$ cat src/rtl/replica_pkg.sv
// Shared types and constants for the on-chip host-bus sequencer.
// Command/response bundles, AXI response codes and register map.
package replica_pkg;

    localparam int BUS_ADDR_W = 32;
    localparam int BUS_DATA_W = 64;
    localparam int BUS_STRB_W = BUS_DATA_W / 8;

    localparam logic [1:0] AXI_RESP_OKAY   = 2'b00;
    localparam logic [1:0] AXI_RESP_SLVERR = 2'b10;
    localparam logic [1:0] AXI_RESP_DECERR = 2'b11;

    // Accelerator register map as seen from the sequencer
    localparam logic [BUS_ADDR_W-1:0] REG_SEED  = 32'h0000_0010;
    localparam logic [BUS_ADDR_W-1:0] REG_DIST  = 32'h0000_0018;
    localparam logic [BUS_ADDR_W-1:0] REG_ORDER = 32'h0000_0020;
    localparam logic [BUS_ADDR_W-1:0] REG_RUN   = 32'h0000_0028;

    typedef struct packed {
        logic                  write;
        logic [BUS_ADDR_W-1:0] addr;
        logic [BUS_DATA_W-1:0] wdata;
        logic [BUS_STRB_W-1:0] wstrb;
    } bus_cmd_t;

    typedef struct packed {
        logic                  write;
        logic [BUS_DATA_W-1:0] rdata;
        logic [1:0]            resp;
    } bus_rsp_t;

    typedef enum logic [2:0] {
        S_IDLE,
        S_WR,
        S_WB,
        S_RA,
        S_RD,
        S_RSP
    } state_t;

endpackage

$ cat src/rtl/axi_cmd_master.sv
// AXI4-Lite initiator: one single-beat command in flight, strictly in order.
// Define BUS_MASTER_TIMEOUT_EN to enable the sticky watchdog flag.
module axi_cmd_master
    import replica_pkg::*;
#(
    parameter int ADDR_W         = 32,
    parameter int DATA_W         = 64,
    parameter int TIMEOUT_CYCLES = 1024
) (
    input  logic                  M_AXI_ACLK,
    input  logic                  M_AXI_ARESETN,

    input  logic                  cmd_valid,
    output logic                  cmd_ready,
    input  logic                  cmd_write,
    input  logic [ADDR_W-1:0]     cmd_addr,
    input  logic [DATA_W-1:0]     cmd_wdata,
    input  logic [DATA_W/8-1:0]   cmd_wstrb,

    output logic                  rsp_valid,
    input  logic                  rsp_ready,
    output logic                  rsp_write,
    output logic [DATA_W-1:0]     rsp_rdata,
    output logic [1:0]            rsp_resp,

    output logic                  busy,
    output logic                  timeout,

    output logic [ADDR_W-1:0]     M_AXI_AWADDR,
    output logic                  M_AXI_AWVALID,
    input  logic                  M_AXI_AWREADY,
    output logic [DATA_W-1:0]     M_AXI_WDATA,
    output logic [DATA_W/8-1:0]   M_AXI_WSTRB,
    output logic                  M_AXI_WVALID,
    input  logic                  M_AXI_WREADY,
    input  logic [1:0]            M_AXI_BRESP,
    input  logic                  M_AXI_BVALID,
    output logic                  M_AXI_BREADY,
    output logic [ADDR_W-1:0]     M_AXI_ARADDR,
    output logic                  M_AXI_ARVALID,
    input  logic                  M_AXI_ARREADY,
    input  logic [DATA_W-1:0]     M_AXI_RDATA,
    input  logic [1:0]            M_AXI_RRESP,
    input  logic                  M_AXI_RVALID,
    output logic                  M_AXI_RREADY
);

    if (ADDR_W != BUS_ADDR_W || DATA_W != BUS_DATA_W
        || TIMEOUT_CYCLES < 2) begin : g_bad_cfg
        $error("axi_cmd_master: unsupported parameter set");
    end

    state_t   state;
    bus_cmd_t cmd_q;
    bus_rsp_t rsp_q;

    // Held low through reset so nothing is accepted before the slave is up
    assign cmd_ready = (state == S_IDLE) && M_AXI_ARESETN;
    assign busy      = (state != S_IDLE);

    assign M_AXI_AWADDR = cmd_q.addr;
    assign M_AXI_ARADDR = cmd_q.addr;
    assign M_AXI_WDATA  = cmd_q.wdata;
    assign M_AXI_WSTRB  = cmd_q.wstrb;

    assign rsp_write = rsp_q.write;
    assign rsp_rdata = rsp_q.rdata;
    assign rsp_resp  = rsp_q.resp;

    always_ff @(posedge M_AXI_ACLK or negedge M_AXI_ARESETN) begin
        if (!M_AXI_ARESETN) begin
            state         <= S_IDLE;
            cmd_q         <= '0;
            rsp_q         <= '0;
            rsp_valid     <= 1'b0;
            M_AXI_AWVALID <= 1'b0;
            M_AXI_WVALID  <= 1'b0;
            M_AXI_BREADY  <= 1'b0;
            M_AXI_ARVALID <= 1'b0;
            M_AXI_RREADY  <= 1'b0;
        end else begin
            unique case (state)
                S_IDLE: begin
                    if (cmd_valid) begin
                        cmd_q <= '{write: cmd_write,
                                   addr:  cmd_addr,
                                   wdata: cmd_wdata,
                                   wstrb: cmd_wstrb};
                        if (cmd_write) begin
                            state         <= S_WR;
                            M_AXI_AWVALID <= 1'b1;
                            M_AXI_WVALID  <= 1'b1;
                        end else begin
                            state         <= S_RA;
                            M_AXI_ARVALID <= 1'b1;
                        end
                    end
                end
                S_WR: begin
                    if (M_AXI_AWREADY) M_AXI_AWVALID <= 1'b0;
                    if (M_AXI_WREADY)  M_AXI_WVALID  <= 1'b0;
                    // Each channel is done once its VALID has dropped or handshakes now
                    if ((!M_AXI_AWVALID || M_AXI_AWREADY)
                        && (!M_AXI_WVALID || M_AXI_WREADY)) begin
                        state        <= S_WB;
                        M_AXI_BREADY <= 1'b1;
                    end
                end
                S_WB: begin
                    if (M_AXI_BVALID) begin
                        rsp_q <= '{write: 1'b1,
                                   rdata: '0,
                                   resp:  M_AXI_BRESP};
                        M_AXI_BREADY <= 1'b0;
                        rsp_valid    <= 1'b1;
                        state        <= S_RSP;
                    end
                end
                S_RA: begin
                    if (M_AXI_ARREADY) begin
                        M_AXI_ARVALID <= 1'b0;
                        M_AXI_RREADY  <= 1'b1;
                        state         <= S_RD;
                    end
                end
                S_RD: begin
                    if (M_AXI_RVALID) begin
                        rsp_q <= '{write: 1'b0,
                                   rdata: M_AXI_RDATA,
                                   resp:  M_AXI_RRESP};
                        M_AXI_RREADY <= 1'b0;
                        rsp_valid    <= 1'b1;
                        state        <= S_RSP;
                    end
                end
                S_RSP: begin
                    if (rsp_ready) begin
                        rsp_valid <= 1'b0;
                        state     <= S_IDLE;
                    end
                end
                default: state <= S_IDLE;
            endcase
        end
    end

`ifdef BUS_MASTER_TIMEOUT_EN
    localparam int CNT_W = $clog2(TIMEOUT_CYCLES) + 1;
    localparam logic [CNT_W-1:0] TO_LAST = CNT_W'(TIMEOUT_CYCLES - 1);

    logic [CNT_W-1:0] to_cnt;
    logic [CNT_W-1:0] to_nxt;
    logic             accept;
    logic             waiting;

    assign accept  = cmd_valid && cmd_ready;
    assign waiting = (state == S_WR) || (state == S_WB)
                  || (state == S_RA) || (state == S_RD);
    assign to_nxt  = to_cnt + 1'b1;

    // Flag only; the transaction keeps waiting on the slave
    always_ff @(posedge M_AXI_ACLK or negedge M_AXI_ARESETN) begin
        if (!M_AXI_ARESETN) begin
            to_cnt  <= '0;
            timeout <= 1'b0;
        end else if (accept) begin
            to_cnt  <= '0;
            timeout <= 1'b0;
        end else if (waiting && !timeout) begin
            to_cnt <= to_nxt;
            if (to_nxt == TO_LAST) timeout <= 1'b1;
        end
    end
`else
    assign timeout = 1'b0;
`endif

endmodule

$ cat config.mk
export PLATFORM = sky130hd
export DESIGN_NAME = axi_cmd_master
export DESIGN_NICKNAME = d
export VERILOG_FILES = /design/src/rtl/replica_pkg.sv /design/src/rtl/axi_cmd_master.sv
export SDC_FILE = /design/constraint.sdc
export NUM_CORES = 1
export LEC_CHECK = 0
export ABC_AREA = 1
export CAP_MARGIN = 10
export CORE_AREA = 2 2 154 156
export DETAILED_ROUTE_END_ITERATION = 12
export DIE_AREA = 0 0 156 158
export DONT_BUFFER_PORTS = 1
export MAX_ROUTING_LAYER = met4
export PLACE_DENSITY = 0.46
export SETUP_SLACK_MARGIN = 0.4
export SKIP_LAST_GASP = 1
export SLEW_MARGIN = 20
export SYNTH_ARGS = -nofsm -noshare
export SYNTH_HDL_FRONTEND = slang
export SYNTH_SLANG_ARGS = --single-unit
export TNS_END_PERCENT = 20
$ cat constraint.sdc
create_clock -name M_AXI_ACLK -period 1.76 [get_ports M_AXI_ACLK]
set_input_delay 0.176 -clock M_AXI_ACLK [delete_from_list [all_inputs] [get_ports M_AXI_ACLK]]
set_output_delay 0.176 -clock M_AXI_ACLK [all_outputs]
set_load 0.02 [all_outputs]
==> results.md, run 1 <==
- Die Y: approximately 160 microns
- Peak VDD IR: 0.000845 V
- Crit-path cells: nor2_4 > nand3_4 > buf_12 > buf_4 > buf_12 > buf_16 > nand2_1 > nand2_1
- Power Total: 22.3 mW
- Placed instance area: between 7000 and 8000 sq um
- H-tree depth: 4
- First-pass GRT wire length: roughly 35 mm
- Num CTS Buffers: 17
- Crit share post-route: 0.915
- Static Leakage: about 5.5 nW
- FF+latch count, synth: 180
- Commonest cells after routing, fill and taps aside: 416 x nand2_1, 177 x dfrtp_1, 174 x dlygate4sd3_1, 38 x o21ai_2, 37 x nand2_2
- Initial Util: 0.325
- Grt ovf: 0
- Min cycle time layout: ~1600 ps
- CTS root buffer: clkbuf_16
- Clk sinks: 180
- Sum of buffers and inverters on the critical path: 4
- Tot GR Track Use: 0.194
- Netlist cell types: 25
- Setup crit end kind: register
- Mapped Cells: between 800 and 900
- Skew-Pair Late Insertion Delay: between 400 and 500 ps
- Worst path slowest cell: dfrtp_2
- Peak Freq: slightly above 600 MHz
- Footprint of the multi-input gates: 2790 sq um
- Leading area contributor after synthesis: dfrtp_1
- Sequential area share after synthesis: 0.600
- Worst path depth: 8
- Fin area: between 10000 and 15000 sq um
- Non-filler cells in the finished layout: around 1300
- Crit Path Class: register to register
- Cell Area, Synth: about 7500 sq um
- I/O pin total: between 300 and 400
- Worst hold slack: -555 ps
- Status: complete, but fails checks
- Hold Crit Class: input port to async pin
- # rows: between 50 and 60
- Top Family by Delay on Critical Path: buffers and inverters
- Hpwl dp: between 10 and 15 mm
- Failing checks: hold timing
- Vias: 6284
- Register area: between 4000 and 5000 sq um
- DIE AREA: roughly 25000 sq um
- Max FO, Critical Path: 7
- Setup total negative slack: 0 ps
- Vias per inst: between 4 and 5
- Cts hold-fix bufs: 174
- Vias in the first global route: approximately 6000
- First DRT Iteration DRCs: 343
- Dpl ws: 206 ps
- Initial antenna violation count: 1
- Slew Viols, Final: 0
- DRC violations left: 0
- Top-area cell type share of the netlist area: 0.600
- # fillers: about 2100
- Share of cells above drive strength 1: 0.213
- Placed cells: roughly 1100
- Yosys synthesis warning count: 0
- Synth area leaders: dfrtp_1 60%, nand2_1 24%, buf_4 3.4%
- Die X: 156 microns
- Clk pin slew, worst setup/hold paths: ~70 ps
- Final Setup Violations: 0
- Most common cell after layout, fill and taps aside: nand2_1
- Final wirelength: approximately 25 mm
- Antenna Nets Post-Route: 0
- Largest stage delay, worst path: roughly 480 ps
- Max-Cap Viols: 0
- Final Skew: ~11 ps
- Area of the core: 23100 sq um
- CTS tree: built
- Utilization after layout: 0.493
- Nets@finish: 1225
- Routability cong.: a little under 0.8
- Pwr dens: 1960 nW/um^2
- Required time worst endpoint: just over 2000 ps
- Bufs on Longest Clock Path: 2
- Port Buffers: 0
- Layout area overhead: 51.6%
- Post-DR wirelength/cell: 18.5 microns
- Pin count of the biggest net entering global routing: 182
- CP Launch Type: register
- Final hold vios: 180
- Final worst slack: roughly 150 ps
- Syn Area/Cell: ~8.8 sq um
- RSZ-0062 raised after global routing: yes
- Depth of the worst register-to-register path: 8
- DR pass1 iterations: 4
- Crit path DAT: about 1900 ps
- Syn nets: 1033
## sequential cells by signal (all words and copies together), names as in the netlist, 2 cells and up
register      count
M_AXI_WDATA      64
rsp_resp          2
rsp_rdata        64
M_AXI_ARADDR     32
M_AXI_WSTRB       8
state             3
## synth_stat cells
| master | instances |
|---|---|
| a21oi_1 | 4 |
| a22oi_1 | 1 |
| buf_1 | 1 |
| buf_2 | 20 |
| buf_4 | 34 |
| buf_6 | 9 |
| clkbuf_1 | 14 |
| conb_1 | 1 |
| dfrtp_1 | 180 |
| inv_1 | 14 |
| inv_2 | 4 |
| nand2_1 | 472 |
| nand2_2 | 3 |
| nand3_1 | 5 |
| nand3_2 | 3 |
| nand3_4 | 1 |
| nor2_1 | 8 |
| nor2_2 | 1 |
| nor2_4 | 2 |
| nor3_1 | 2 |
| o21ai_0 | 5 |
| o21ai_1 | 41 |
| o21ai_2 | 24 |
| o21bai_1 | 1 |
| o22ai_1 | 1 |
## power by group
| part | switching (mW) | internal, mW |
|---|---|---|
| sequential | 4.57 | 6.01 |
| clock | 1.73 | 2.11 |
| combinational | 4.00 | 3.88 |
## final timing paths
kind | startpoint | endpoint | slack, ps
max in group asynchronous | M_AXI_ARESETN | M_AXI_WSTRB[5] | 2100
setup reg to reg | state[1] | M_AXI_WDATA[28] | 150
min in group M_AXI_ACLK | M_AXI_RVALID | M_AXI_RREADY | 10
hold / removal | M_AXI_ARESETN | M_AXI_WDATA[62] | -560
hold reg to reg | M_AXI_WDATA[21] | M_AXI_WDATA[21] | 620
setup / recovery | state[1] | M_AXI_WDATA[28] | 150
## cell type report
cell class                      instances  share of cell area
Timing Repair Buffer                  249               0.266
Antenna cell                            1            0.000220
Sequential cell                       180               0.396
Tap cell                              290              0.0319
Timing Repair inverter                  1             0.00143
Clock buffer                           18              0.0377
Multi-Input combinational cell        576               0.245
Clock inverter                         12              0.0128
Inverter                               18             0.00891
## routing by layer
| layer | global-route usage | routed length [microns] |
|---|---|---|
| met1 | 0.228 | 10100 |
| met2 | 0.320 | 12500 |
| met3 | 0.0641 | 1970 |
| met4 | 0.0542 | 367 |
| met5 | - | 0 |
## timing repair
item                                    4_1_cts  5_1_grt
gates cloned                                 16        9
pin swaps                                    13        7
gates resized for setup                      69       74
endpoints found under the hold margin       354      180
setup buffers                                20        7
endpoints found under the setup margin      182      182
## cell families after synthesis
group,count (synthesis),share of synthesized area
other,1,0.000500
DFF,180,0.600
and+or+nand+nor,497,0.258
AOI/OAI and AO/OA,77,0.0642
buffers and inverters,96,0.0774
No activity file was read; power rests on OpenSTA's default activity.
==> run 2, diff against run 1 <==
--- a/config.mk
+++ b/config.mk
@@ -8,6 +8,7 @@
 export ABC_AREA = 1
 export CAP_MARGIN = 10
 export CORE_AREA = 2 2 154 156
+export CTS_BUF_LIST = sky130_fd_sc_hd__clkbuf_16
 export DETAILED_ROUTE_END_ITERATION = 12
 export DIE_AREA = 0 0 156 158
 export DONT_BUFFER_PORTS = 1
==> results.md, run 2 (synthesis gave the netlist of run 1 again) <==
- Pwr dens: roughly 2000 nW/um^2
- WL met2: 12.5 mm
- Power Total: 22.3 mW
- Min cycle time layout: around 1600 ps
- Max FO, Critical Path: 7
- Tot GR Track Use: 0.194
- Utilization after layout: 0.493
- First-pass GRT wire length: 35.3 mm
- Top Family by Delay on Critical Path: buffers and inverters
- Die Y: around 160 microns
- Met1 wire length: 10.2 mm
- DIE AREA: between 20000 and 25000 sq um
- Peak VDD IR: between 0.0008 and 0.0009 V
- Skew-Pair Late Insertion Delay: 420 ps
- H-tree depth: 4
- Num CTS Buffers: 17
- Pin count of the biggest net entering global routing: 182
- Worst hold slack: -555 ps
- Die X: approximately 160 microns
- Antenna Nets Post-Route: 0
- Largest stage delay, worst path: around 480 ps
- I/O pin total: between 300 and 400
- Most common cell after layout, fill and taps aside: nand2_1
- Share of cells above drive strength 1: 0.213
- Layout area overhead: 51.6%
- Crit share post-route: 0.915
- Clk pin slew, worst setup/hold paths: 70 ps
- Port Buffers: 0
- Sum of buffers and inverters on the critical path: 4
- Area of the core: ~23000 sq um
- Register area: ~4500 sq um
- Status: complete, but fails checks
- Grt ovf: 0
- Clk sinks: between 150 and 200
- Failing checks: hold timing
- Dpl ws: between 200 and 250 ps
- Initial Util: 0.325
- Crit-path cells: nor2_4 > nand3_4 > buf_12 > buf_4 > buf_12 > buf_16 > nand2_1 > nand2_1
- Final hold vios: between 150 and 200
- Crit path DAT: 1910 ps
- Nets@finish: 1225
- CP Launch Type: register
- DR pass1 iterations: 4
- Worst path slowest cell: dfrtp_2
- RSZ-0062 raised after global routing: yes
- Cts hold-fix bufs: 174
- # rows: 56
- Hold Crit Class: input port to async pin
- Commonest cells after routing, fill and taps aside: 416 x nand2_1, 177 x dfrtp_1, 174 x dlygate4sd3_1, 38 x o21ai_2, 37 x nand2_2
- Vias per inst: 4.66
- Initial antenna violation count: 1
- # fillers: approximately 2100
- Peak Freq: between 600 and 700 MHz
- Setup total negative slack: 0 ps
- Required time worst endpoint: 2060 ps
- Routability cong.: 0.768
- Setup crit end kind: register
- Vias in the first global route: approximately 6200
- Final wirelength: 24.9 mm
- First DRT Iteration DRCs: between 300 and 400
- Footprint of the multi-input gates: between 2000 and 3000 sq um
- Post-DR wirelength/cell: roughly 19 microns
- Highest routed layer: met4
- Vias: 6273
- Crit Path Class: register to register
- Hpwl dp: 14.2 mm
- Max-Cap Viols: 0
- CTS root buffer: clkbuf_16
- Bufs on Longest Clock Path: 2
- Met3 wire length: 1.90 mm
- Slew Viols, Final: 0
- CTS tree: built
- Static Leakage: 5.51 nW
- Final Skew: around 11 ps
- Final worst slack: between 100 and 150 ps
- DRC violations left: 0
- Final Setup Violations: 0
-- run 2: path summary, 6_finish.rpt --
| kind | start | end | slack (ps) | cells after the start |
|---|---|---|---|---|
| setup / recovery | state[1] | M_AXI_WDATA[28] | 150 | 8 |
| hold / removal | M_AXI_ARESETN | M_AXI_WDATA[62] | -560 | 0 |
| setup reg to reg | state[1] | M_AXI_WDATA[28] | 150 | 8 |
| hold reg to reg | M_AXI_WDATA[21] | M_AXI_WDATA[21] | 620 | 2 |
| max in group asynchronous | M_AXI_ARESETN | M_AXI_WSTRB[5] | 2100 | 0 |
| min in group M_AXI_ACLK | M_AXI_RVALID | M_AXI_RREADY | 10 | 3 |
-- run 2: worst reg2reg max path, stage by stage (launching register included) --
cell and delay (ps):
dfrtp_2 480, nor2_4 220, nand3_4 110, buf_12 160, buf_4 140, buf_12 130
buf_16 140, nand2_1 60, nand2_1 60
-- run 2: cell type report --
class,instances,area share
sequential,180,0.396
timing repair inverter,1,0.00143
multi-input combinational,576,0.245
tap,290,0.0319
clock inverter,13,0.0131
clock buffer,17,0.0374
timing repair buffer,249,0.266
antenna,1,0.000220
inverter,18,0.00891
-- run 2: routing by layer --
layer / vias to the layer above / track usage
li1: 2990 / -
met1: 2981 / 0.228
met2: 279 / 0.320
met3: 23 / 0.0641
met4: 0 / 0.0542
met5: - / -
-- run 2: metrics by stage --
| step | std cells | instance area, sq um |
|---|---|---|
| after floorplan | 851 | 7530 |
| after global placement | 1088 | 7660 |
| after detailed placement | 1088 | 7660 |
| after CTS | 1328 | 10800 |
| after global routing | 1345 | 11400 |
| final | 1345 | 11400 |
-- run 2: repair_timing --
| action | CTS | global route |
|---|---|---|
| endpoints found under the setup margin | 182 | 182 |
| resized for setup | 69 | 74 |
| pin swaps | 13 | 7 |
| setup buffers | 20 | 7 |
| endpoints found under the hold margin | 354 | 180 |
| cloned | 16 | 9 |
-- run 2: where the power goes --
| part | switching [mW] | internal (mW) |
|---|---|---|
| combinational | 3.99 | 3.88 |
| clock | 1.73 | 2.11 |
| sequential | 4.58 | 6.01 |
==> run 3, diff against run 2 <==
--- a/config.mk
+++ b/config.mk
@@ -15,7 +15,6 @@
 export MAX_ROUTING_LAYER = met4
 export PLACE_DENSITY = 0.46
 export SETUP_SLACK_MARGIN = 0.4
-export SKIP_LAST_GASP = 1
 export SLEW_MARGIN = 20
 export SYNTH_ARGS = -nofsm -noshare
 export SYNTH_HDL_FRONTEND = slang
==> results of run 3 <==
The final DEF is identical to that of run 2; final timing and power are the same.
